File: src/rtl/mem_block_mover_pkg.sv
// Shared types and constants for the memory block mover.
package mem_block_mover_pkg;

    typedef enum logic [1:0] {
        IDLE  = 2'd0,
        READ  = 2'd1,
        WRITE = 2'd2,
        DONE  = 2'd3
    } state_t;

    localparam logic MODE_COPY = 1'b0;
    localparam logic MODE_FILL = 1'b1;

    localparam int WORD_BYTES = 4;

endpackage

File: src/rtl/mem_block_mover_if.sv
// Single-port data-memory bus. The mover is the master; the memory (or port mux) is the slave.
interface mem_block_mover_if;

    logic        MemRead;
    logic        MemWrite;
    logic [31:0] mem_address;
    logic [31:0] mem_write_data;
    logic [31:0] mem_read_data;

    modport master (
        output MemRead,
        output MemWrite,
        output mem_address,
        output mem_write_data,
        input  mem_read_data
    );

    modport slave (
        input  MemRead,
        input  MemWrite,
        input  mem_address,
        input  mem_write_data,
        output mem_read_data
    );

endinterface

File: src/rtl/mem_block_mover_ptr.sv
// Pointer and word-count datapath: source/destination byte pointers and remaining word count.
module mem_block_mover_ptr
    import mem_block_mover_pkg::*;
#(
    parameter int LEN_W = 16
) (
    input  logic             clk,
    input  logic             reset,
    input  logic             load,
    input  logic [31:0]      src_in,
    input  logic [31:0]      dst_in,
    input  logic [LEN_W-1:0] len_in,
    input  logic             step_src,
    input  logic             step_dst,
    output logic [31:0]      src_ptr,
    output logic [31:0]      dst_ptr,
    output logic [LEN_W-1:0] words_left
);

    // Load operands on an accepted request, then advance one word per access; pointers wrap mod 2^32.
    always_ff @(posedge clk) begin
        // NOTE: sequential state uses non-blocking assignments so every register samples pre-edge values.
        if (reset) begin
            src_ptr    <= '0;
            dst_ptr    <= '0;
            words_left <= '0;
        end else if (load) begin
            src_ptr    <= src_in;
            dst_ptr    <= dst_in;
            words_left <= len_in;
        end else begin
            if (step_src) begin
                src_ptr <= src_ptr + 32'(WORD_BYTES);
            end
            if (step_dst) begin
                dst_ptr    <= dst_ptr + 32'(WORD_BYTES);
                words_left <= words_left - LEN_W'(1);
            end
        end
    end

endmodule

File: src/rtl/mem_block_mover.sv
// Word-granular block copy/fill engine that drives the data-memory port while busy.
module mem_block_mover
    import mem_block_mover_pkg::*;
#(
    parameter int LEN_W = 16
) (
    input  logic             clk,
    input  logic             reset,
    input  logic             start,
    input  logic             mode,
    input  logic [31:0]      src_addr,
    input  logic [31:0]      dst_addr,
    input  logic [LEN_W-1:0] len_words,
    input  logic [31:0]      fill_value,
    output logic             busy,
    output logic             done,
    output logic             error,
    output logic [LEN_W-1:0] words_left,
    mem_block_mover_if.master mem
);

    state_t           state, state_next;
    logic             mode_q;
    logic             error_q;
    logic [31:0]      fill_q;
    logic [31:0]      data_buf;
    logic             load;
    logic             step_src;
    logic             step_dst;
    logic             misaligned;
    logic [LEN_W-1:0] len_load;
    logic [31:0]      src_ptr;
    logic [31:0]      dst_ptr;

    assign misaligned = ((mode == MODE_COPY) && (src_addr[1:0] != 2'b00)) ||
                        (dst_addr[1:0] != 2'b00);

    // A rejected request never moves data, so its count is loaded as zero.
    assign len_load = misaligned ? '0 : len_words;

    mem_block_mover_ptr #(.LEN_W(LEN_W)) u_ptr (
        .clk        (clk),
        .reset      (reset),
        .load       (load),
        .src_in     (src_addr),
        .dst_in     (dst_addr),
        .len_in     (len_load),
        .step_src   (step_src),
        .step_dst   (step_dst),
        .src_ptr    (src_ptr),
        .dst_ptr    (dst_ptr),
        .words_left (words_left)
    );

    // State register.
    always_ff @(posedge clk) begin
        if (reset) begin
            state <= IDLE;
        end else begin
            state <= state_next;
        end
    end

    // Latch request operands on acceptance and capture read data at the close of each READ.
    always_ff @(posedge clk) begin
        // NOTE: data_buf is a single register, not a memory array, so it is cleared with the rest of the state.
        if (reset) begin
            mode_q   <= MODE_COPY;
            error_q  <= 1'b0;
            fill_q   <= '0;
            data_buf <= '0;
        end else begin
            if (load) begin
                mode_q  <= mode;
                error_q <= misaligned;
                fill_q  <= fill_value;
            end
            if (state == READ) begin
                data_buf <= mem.mem_read_data;
            end
        end
    end

    // Next-state and output decode; the bus is driven only in READ/WRITE.
    always_comb begin
        // NOTE: every output gets a default first so no path through the case can infer a latch.
        state_next         = state;
        load               = 1'b0;
        step_src           = 1'b0;
        step_dst           = 1'b0;
        busy               = 1'b0;
        done               = 1'b0;
        error              = 1'b0;
        mem.MemRead        = 1'b0;
        mem.MemWrite       = 1'b0;
        mem.mem_address    = '0;
        mem.mem_write_data = '0;

        unique case (state)
            IDLE: begin
                if (start) begin
                    load = 1'b1;
                    if (misaligned || (len_words == '0)) begin
                        state_next = DONE;
                    end else if (mode == MODE_COPY) begin
                        state_next = READ;
                    end else begin
                        state_next = WRITE;
                    end
                end
            end
            READ: begin
                busy            = 1'b1;
                mem.MemRead     = 1'b1;
                mem.mem_address = src_ptr;
                step_src        = 1'b1;
                state_next      = WRITE;
            end
            WRITE: begin
                busy               = 1'b1;
                mem.MemWrite       = 1'b1;
                mem.mem_address    = dst_ptr;
                mem.mem_write_data = (mode_q == MODE_FILL) ? fill_q : data_buf;
                step_dst           = 1'b1;
                if (words_left == LEN_W'(1)) begin
                    state_next = DONE;
                end else if (mode_q == MODE_COPY) begin
                    state_next = READ;
                end else begin
                    state_next = WRITE;
                end
            end
            DONE: begin
                done       = 1'b1;
                error      = error_q;
                state_next = IDLE;
            end
            default: state_next = IDLE;
        endcase
    end

endmodule

File: src/flat_wrapper.sv
// flat-port wrapper written by rule: the top's interface ports become plain ports
module mem_block_mover_flat import mem_block_mover_pkg::*;
#(
    parameter int LEN_W = 16
)
  (clk, reset, start, mode, src_addr, dst_addr, len_words, fill_value, busy, done, error, words_left, mem_MemRead, mem_MemWrite, mem_mem_address, mem_mem_write_data, mem_mem_read_data);
  mem_block_mover_if mem_i ();
  input  logic clk;
  input  logic reset;
  input  logic start;
  input  logic mode;
  input  logic [31:0] src_addr;
  input  logic [31:0] dst_addr;
  input  logic [LEN_W-1:0] len_words;
  input  logic [31:0] fill_value;
  output logic busy;
  output logic done;
  output logic error;
  output logic [LEN_W-1:0] words_left;
  output wire logic [$bits(mem_i.MemRead)-1:0] mem_MemRead;
  output wire logic [$bits(mem_i.MemWrite)-1:0] mem_MemWrite;
  output wire logic [$bits(mem_i.mem_address)-1:0] mem_mem_address;
  output wire logic [$bits(mem_i.mem_write_data)-1:0] mem_mem_write_data;
  input wire logic [$bits(mem_i.mem_read_data)-1:0] mem_mem_read_data;
  assign mem_MemRead = mem_i.MemRead;
  assign mem_MemWrite = mem_i.MemWrite;
  assign mem_mem_address = mem_i.mem_address;
  assign mem_mem_write_data = mem_i.mem_write_data;
  assign mem_i.mem_read_data = mem_mem_read_data;
  mem_block_mover #(.LEN_W(LEN_W)) u_core (.clk(clk), .reset(reset), .start(start), .mode(mode), .src_addr(src_addr), .dst_addr(dst_addr), .len_words(len_words), .fill_value(fill_value), .busy(busy), .done(done), .error(error), .words_left(words_left), .mem(mem_i));
endmodule
File: config.mk
export PLATFORM = sky130hd
export DESIGN_NAME = mem_block_mover_flat
export DESIGN_NICKNAME = d
export VERILOG_FILES = /design/src/rtl/mem_block_mover_pkg.sv /design/src/rtl/mem_block_mover_if.sv /design/src/rtl/mem_block_mover_ptr.sv /design/src/rtl/mem_block_mover.sv /design/src/flat_wrapper.sv
export SDC_FILE = /design/constraint.sdc
export NUM_CORES = 1
export LEC_CHECK = 0
export ABC_CLOCK_PERIOD_IN_PS = 3450
export CAP_MARGIN = 0
export CORE_ASPECT_RATIO = 0.75
export CORE_MARGIN = 2
export CORE_UTILIZATION = 40
export DETAILED_ROUTE_END_ITERATION = 8
export PLACE_DENSITY = 0.73
export SLEW_MARGIN = 25
export SYNTH_ARGS = -nofsm -noshare
export SYNTH_HDL_FRONTEND = slang
export SYNTH_SLANG_ARGS = --single-unit
File: constraint.sdc
create_clock -name clk -period 3.45 [get_ports clk]
set_input_delay 0.5175 -clock clk [delete_from_list [all_inputs] [get_ports clk]]
set_output_delay 0.5175 -clock clk [all_outputs]
set_load 0.05 [all_outputs]
After elaboration in Yosys (flattened, before gate mapping)

Index checks and enable logic that the tools add are counted.

Register bits after elaboration: 148
Input port bits: 148
Output and inout bits: 85

$add $sub $neg: 3
Equal/unequal tests: 5
Multiplexer cells: 23
Bitwise operators: 1
Reductions and logical operators: 10

Operators by type and width:

| operator              | number |
|---|---|
| $mux 32               | 6 |
| $add 32x3->32 const B | 2 |
| $pmux 32 s2           | 1 |
| $mux 16               | 3 |
| $eq 16x1->1 const B   | 1 |
| $logic_not 16->1      | 1 |
| $sub 16x1->16 const B | 1 |
| $mux 2                | 5 |
| $pmux 2 s4            | 1 |
| $reduce_bool 2->1     | 4 |
| $mux 1                | 7 |
| $eq 2x2->1 const B    | 2 |
| $eq 2x1->1 const B    | 1 |
| $logic_not 2->1       | 1 |
| $logic_or 1x1->1      | 2 |
| $ne 2x2->1 const B    | 1 |
| $reduce_or 2->1       | 1 |
| $logic_and 1x1->1     | 1 |
| $not 1->1             | 1 |

Depth between registers and ports, before layout

Gate-level depths: netlist of the first run.

Depth in word-level cells: 7
Mapped depth: 8
Gate-level depth less buffers: 7

Hierarchy

Synthesis of the first run repeated with hierarchy kept, for this count alone.

Cell total of the unflattened synthesis: 1049
Area total of the unflattened synthesis: 8449.4 µm²

Modules (own cells, without submodules):

| module              | instances | cells each | area each (µm²) | seq. area each (µm²) |
|---|---|---|---|---|
| mem_block_mover_ptr | 1         | 602        | 4748.3          | 1601.5 |
| mem_block_mover     | 1         | 447        | 3701.0          | 1361.3 |

Worst setup path after synthesis of the first run

No wires, ideal clock.

Path kind: flip-flop to output port
Start point: reg u_core.state[1]
End point: out mem_mem_address[8]
Data arrival time: 3200 ps
Required time: 2932 ps
Setup slack: -267 ps
Stages on the path, launching flop included: 8
Cell sequence: dfxtp_1 > inv_1 > ha_1 > clkbuf_1 > buf_1 > clkbuf_1 > nand2_1 > a21boi_0

Word-level cells in the longest chain between the ends: 2
Elaborated cells on any way between the ends: 3
Those cells by class: eq/ne (2); mux (1)

Ends and longest elaborated chain:

| item                                            | line                  | RTL |
|---|---|---|
| start, declared                                 | mem_block_mover.sv:22 | `state_t state, state_next;` |
| start signal, assigned                          | mem_block_mover.sv:60 | `state <= state_next;` |
| $eq 2x2->1 / $eq 2x1->1 (equally long branches) | mem_block_mover.sv:99 | `unique case (state)` |
| $pmux 32 s2 (*)                                 | mem_block_mover.sv:99 |  |
| end, declared                                   | flat_wrapper.sv:22    | `output wire logic [$bits(mem_i.mem_address)-1:0] mem_mem_address;` |

Mark *: on every way between the ends. The rest lies on a longest branch, timed or not.

Final worst setup path of the first run

Start point: reg u_core.state[1]
End point: out mem_mem_address[15]

The elaborated chain is that of the path after synthesis.

==> impl_metrics.toml, run 1 <==
[global_routing]
grt_pass1_wl_um = 38500
grt_start_max_net_pins = 95
grt_remaining_overflow = 0
grt_pass1_vias = 7156
track_usage_pct = 23.7
antenna_found_initial = 1

[clock_tree]
cts_root_buf = "clkbuf_16"
clock_latency_ps = 420
cts-buffers-inserted = 17
cts_setup_buffers = 0
cts_max_path_buffers = 2
cts_num_sinks = 148
cts_hold_buf = 0
cts_resized = 0
cts.htree.levels = 4
cts_tree = "built"
clk_pin_slew_ps = 60

[worst_setup_path]
worstPathMaxFanout = 44
reg2reg_depth = 7
timing.rr.end = "u_core.u_ptr.src_ptr[31]"
critPathArrivalTime_ps = 2750
worstSetupPathType = "reg -> out"
cp-end-kind = "output port"
critPathRequiredTime_ps = 2930
r2r_start = "u_core.state[1]"
crit_path_start_kind = "flop"
reg2reg_slack_ps = 780

[floorplan]
die_h_um = 125
floorplan.initialDensity_pct = 40.5
coreArea_mm2 = 0.0192
die_w_um = 165
dieArea_mm2 = 0.0206
ios = 233
rows = 44

[sta]
fmax_ghz = 0.306
drv_slew = 0
holdWs_ps = 451
setup_violations = 0
hold_violations = 0
fin_skew_ps = 9.83
tightest_slew_ps = 798
post-route-min-period_ps = 3260
slew_headroom_pct = 46.8
fin_setup_tns_ps = 0
rsz0062_at_grt = "no"
period_share_pct = 94.6

[pwr]
finalPower_w = 0.00848
power.leakage_nw = 3.60
pwr-share-comb_pct = 45.9
p_sw_share_pct = 43.5
peakVddDrop_mv = 0.679
intPower_w = 0.00479
power_frac_seq_pct = 33.0
switchingPower_w = 0.00369
p_clk_share_pct = 21.1
powerDensity_mw_per_mm2 = 781

[synth]
syn_area_mm2 = 0.00779
ys_warn_count = 0
synth_top_area_cell = "dfxtp_1"
synthArstFlopShare_pct = 0
postSynthCellCount = 948
yosys-top-cells-area = "dfxtp_1 (38%), mux2i_1 (8.5%), a21oi_1 (5.6%), nor2b_1 (5.0%), nand2_1 (5.0%)"
synth-edff-count = 0
ys_ff_latch = 148
yosys_most_used_dff = "dfxtp_1"
netlist-cell-type-count = 51
synth_most_common_cell = "dfxtp_1"
syn_area_per_cell_um2 = 8.21
ys_seq_area_share_pct = 38.0
syn_nets = 1105
yosys.area.top_type_share_pct = 38.0
yosys-top-cells-count = "dfxtp_1 (148), nand2_1 (103), a21oi_1 (87), mux2i_1 (66), nor2_1 (64)"

[layout]
layout-drive-gt1-share_pct = 5.37
fin_area_mm2 = 0.0109
instances_no_fill = 1408
seqCellArea_mm2 = 0.00296
layout-area-overhead-vs-synth_pct = 39.6
n_fill_cell = 1769
nets = 1298
multi_input_area_mm2 = 0.00453

[place]
place_area_mm2 = 0.0103
port_buffers = 232
dp.cells = 1375
gp_congestion = 0.902
hpwl_um = 17500

[min_path]
hold_end = "u_core.fill_q[6]"
holdPathStages = 2
hp-class = "reg -> reg"
hold_start = "u_core.fill_q[6]"

[job]
drv_cap = 0

[detailed_routing]
firstDrtPassIters = 5
antenna_left = 0
wl_per_cell_um = 17.4
drtIter0Drc = 596
vias_per_cell = 5.40
drcViolationCount = 0
drt-total-wl_um = 24500
vias = 7608

[outcome]
status = "completed"
## layout by cell type (no fill, tap or decap), types with 7 or more instances in the layout
cell	instances
clkdlybuf4s50_1	228
dfxtp_1	147
nand2_1	102
a21oi_1	87
mux2i_1	66
nor2_1	64
nor2b_1	62
o21ai_0	49
xor2_1	38
a22oi_1	34
nand4_1	28
nand3_1	26
xnor2_1	25
a211oi_1	19
nor3_1	17
clkbuf_16	17
buf_4	17
nor4_1	15
inv_1	12
and3_1	11
and4_1	10
ha_1	7
## metal layers
layer  wire length [µm]  GRT usage, %  up-vias
met2              10200          33.2      251
met4                629          8.03        0
met5                  0             0        -
met1              11800          35.0     3569
li1                   -             -     3749
met3               1910          5.89       39
## worst max-delay path by stage
stage / from / end / depth (start not counted)
6_report: u_core.state[1] / mem_mem_address[15] / 5
4_1_cts: u_core.state[0] / mem_mem_write_data[20] / 5
3_5_place_dp: u_core.state[0] / mem_mem_write_data[20] / 5
2_1_floorplan: u_core.state[0] / mem_mem_address[9] / 7
3_3_place_gp: u_core.state[0] / mem_mem_write_data[2] / 5
5_1_grt: u_core.state[1] / mem_mem_address[15] / 5
## power groups by stage
| stage | Sequential, W | Clock (W) | Combinational, W |
|---|---|---|---|
| floorplan | 0.00284 | 0 | 0.00262 |
| global placement | 0.00279 | 0 | 0.00383 |
| detailed placement | 0.00280 | 0 | 0.00387 |
| CTS | 0.00277 | 0.00182 | 0.00389 |
| global route | 0.00286 | 0.00189 | 0.00423 |
| finish | 0.00280 | 0.00179 | 0.00390 |
## per-stage QoR
step                      setup slack, ps  util, %
after detailed placement              485     53.6
after CTS                            24.6     56.5
after global placement                602     53.6
after floorplan                      43.3        -
after global routing                 28.4     56.6
final                                 186     56.6
## kinds of logic (layout without fill, tap and decap cells)
group,Yosys count,in the layout,synth area share (%)
AND/OR/NAND/NOR,361,361,23.9
flip-flops,148,148,38.0
XOR/XNOR,63,63,7.09
multiplexers,66,66,8.48
adder cells (fa/ha/maj),9,9,1.45
AO/OA/AOI/OAI,216,216,16.8
buffers and inverters,85,291,4.24
other,0,1,0
## critical path, stage by stage (launching register included)
cell,delay [ps]
dfxtp_1,350
inv_1,160
ha_4,490
nand2_1,240
a21boi_0,230
clkdlybuf4s50_1,840
## state kept, by name (all words and copies together) (netlist names)
register	flops
u_core.fill_q	32
u_core.state	2
u_core.data_buf	32
u_core.u_ptr.words_left	16
u_core.u_ptr.dst_ptr	32
u_core.mode_q	1
u_core.error_q	1
u_core.u_ptr.src_ptr	32
## layout make-up
class | instances | area share (%)
Sequential cell | 148 | 27.3
Clock buffer | 22 | 4.27
Clock inverter | 10 | 0.921
Antenna cell | 1 | 0.0230
Multi-Input combinational cell | 715 | 41.7
Tap cell | 253 | 2.91
Timing Repair Buffer | 247 | 22.5
Inverter | 12 | 0.414
No activity file was read; power rests on OpenSTA's default activity.
==> inputs of run 2 (changes only) <==
ABC_CLOCK_PERIOD_IN_PS = 3900   (was 3450)
clock period = 3.9 ns   (was 3.45 ns; I/O delays follow)
==> run 2 against run 1 <==
Count of clock-buffer cells in the layout is 5 lower. Non-clock buffer count stayed put. Critical endpoint is now mem_mem_address[0]. Sequential share of layout area about the same. Sequential power down 13%. Largest power group unchanged. Flip-flop and latch count stayed put. Setup slack improved by 190 ps. Utilization is essentially flat. Clock skew barely moved. Largest cell class unchanged. Global-route usage rose by 0.094 points. Design area is essentially flat.
==> impl_metrics.toml, run 2 (same netlist as run 1, synthesis figures left out) <==
[sta]
layout_setup_ws_ps = 371
rsz0062_at_grt = "no"
setup_violations = 0
slew_headroom_pct = 50.3
tightest_slew_ps = 739
fin_setup_tns_ps = 0
drv_slew = 0
fin_skew_ps = 9.46
fmax_ghz = 0.283
post-route-min-period_ps = 3530
hold_violations = 0
period_share_pct = 90.5

[global_routing]
grt.busiest_layer = "met1"
track_usage_pct = 23.8
grt_start_max_net_pins = 59
grt_remaining_overflow = 0
antenna_found_initial = 1
grt_pass1_wl_um = 38600
globalRouteMet3Util_pct = 6.09
use_met1_pct = 35.3
grtUsageMet2_pct = 33.9
grt_pass1_vias = 7173

[place]
port_buffers = 232
dp_slack_ps = 840
gp_congestion = 0.893
hpwl_um = 17900
place_area_mm2 = 0.0103

[worst_setup_path]
critPathArrivalTime_ps = 2940
critPathRequiredTime_ps = 3310
crit_path_start_kind = "flop"
worstPathMaxFanout = 48
crit_buf_inv = 3
worstSetupPathType = "reg -> out"
critPathMaxStageDelay_ps = 800
crit_start = "u_core.state[0]"
r2r_start = "u_core.state[1]"
cp-end-kind = "output port"
cpMaxStageDelayCell = "clkdlybuf4s50_1"
crit_family = "buffers and inverters"
path_cells = "inv_1, ha_2, buf_12, a22oi_1, nor2b_1, clkdlybuf4s50_1"

[clock_tree]
cts.htree.levels = 4
cts_num_sinks = 148
cts_setup_buffers = 0
cts_resized = 0
clk_pin_slew_ps = 70
cts_root_buf = "clkbuf_16"
cts_max_path_buffers = 2
cts_tree = "built"
cts_hold_buf = 0
clock_latency_ps = 420
cts-buffers-inserted = 17

[floorplan]
coreArea_mm2 = 0.0192
die_h_um = 125
rows = 44
die_w_um = 165
ios = 233
dieArea_mm2 = 0.0206
floorplan.initialDensity_pct = 40.5

[min_path]
hp-class = "reg -> reg"
hold_start = "u_core.fill_q[26]"

[layout]
layout-drive-gt1-share_pct = 5.37
fin_area_mm2 = 0.0109
layout_common_cells = "clkdlybuf4s50_1 (231), dfxtp_1 (147), nand2_1 (102)"
nets = 1298
layout-area-overhead-vs-synth_pct = 39.7
n_fill_cell = 1745
layout_commonest_cell = "clkdlybuf4s50_1"

[detailed_routing]
drt-total-wl_um = 24700
drtIter0Drc = 532
antenna_left = 0
vias = 7720
drcViolationCount = 0
firstDrtPassIters = 5
vias_per_cell = 5.48
wl_per_cell_um = 17.5

[pwr]
finalPower_w = 0.00754
peakVddDrop_mv = 0.500
power.leakage_nw = 3.60
powerDensity_mw_per_mm2 = 693

[job]
drv_cap = 0

[outcome]
status = "completed"
## run 2: changes by cell type in the layout (fill, tap and decap cells not counted), moves of 2 or more
cell	previous run	this run
inv_6	2	5
clkdlybuf4s50_1	228	231
clkbuf_8	2	0
inv_8	0	3
buf_4	17	15
clkbuf_1	3	0
## run 2: final timing paths
kind,endpoint,slack [ps],depth (start not counted)
max,mem_mem_address[0],370,6
min,u_core.fill_q[26],460,2
max reg2reg,u_core.u_ptr.src_ptr[31],1170,7
min reg2reg,u_core.fill_q[26],460,2
## run 2: tightest hold or removal path, stage by stage (launching register included)
cell and delay [ps]:
dfxtp_1 310, nand2_1 50, a21oi_1 50
## run 2: per-layer routing
| metal | vias to the layer above | wire [µm] | share of wire [%] |
|---|---|---|---|
| met5 | - | 0 | 0 |
| met3 | 29 | 2040 | 8.3 |
| met2 | 288 | 10600 | 43 |
| met4 | 0 | 391 | 1.6 |
| li1 | 3760 | - | - |
| met1 | 3643 | 11700 | 47 |
## run 2: area by class of cell
class	instances	area [µm²]	area share [%]
Clock inverter	15	163	1.50
Multi-Input combinational cell	715	4520	41.5
Clock buffer	17	425	3.91
Antenna cell	1	2.50	0.0230
Tap cell	253	317	2.91
Timing Repair Buffer	247	2440	22.5
Inverter	12	45.0	0.414
Sequential cell	148	2960	27.2
## run 2: per-stage QoR
step	instances	hold slack, ps	utilization, %
after global routing	1408	469	56.6
after global placement	1375	443	53.5
final	1408	455	56.6
after CTS	1407	457	56.6
after detailed placement	1375	448	53.5
after floorplan	948	436	-
## run 2: report_power, final
part	switching [W]	internal (W)	total, W
Combinational	0.00207	0.00138	0.00345
Sequential	0.000518	0.00193	0.00245
Clock	0.000737	0.000907	0.00164
Total	0.00333	0.00421	0.00754
==> inputs of run 3 (changes only) <==
SLEW_MARGIN = default   (was 25)
==> results of run 3 <==
Same layout as run 2: the final DEF is identical, and so are final timing and power.
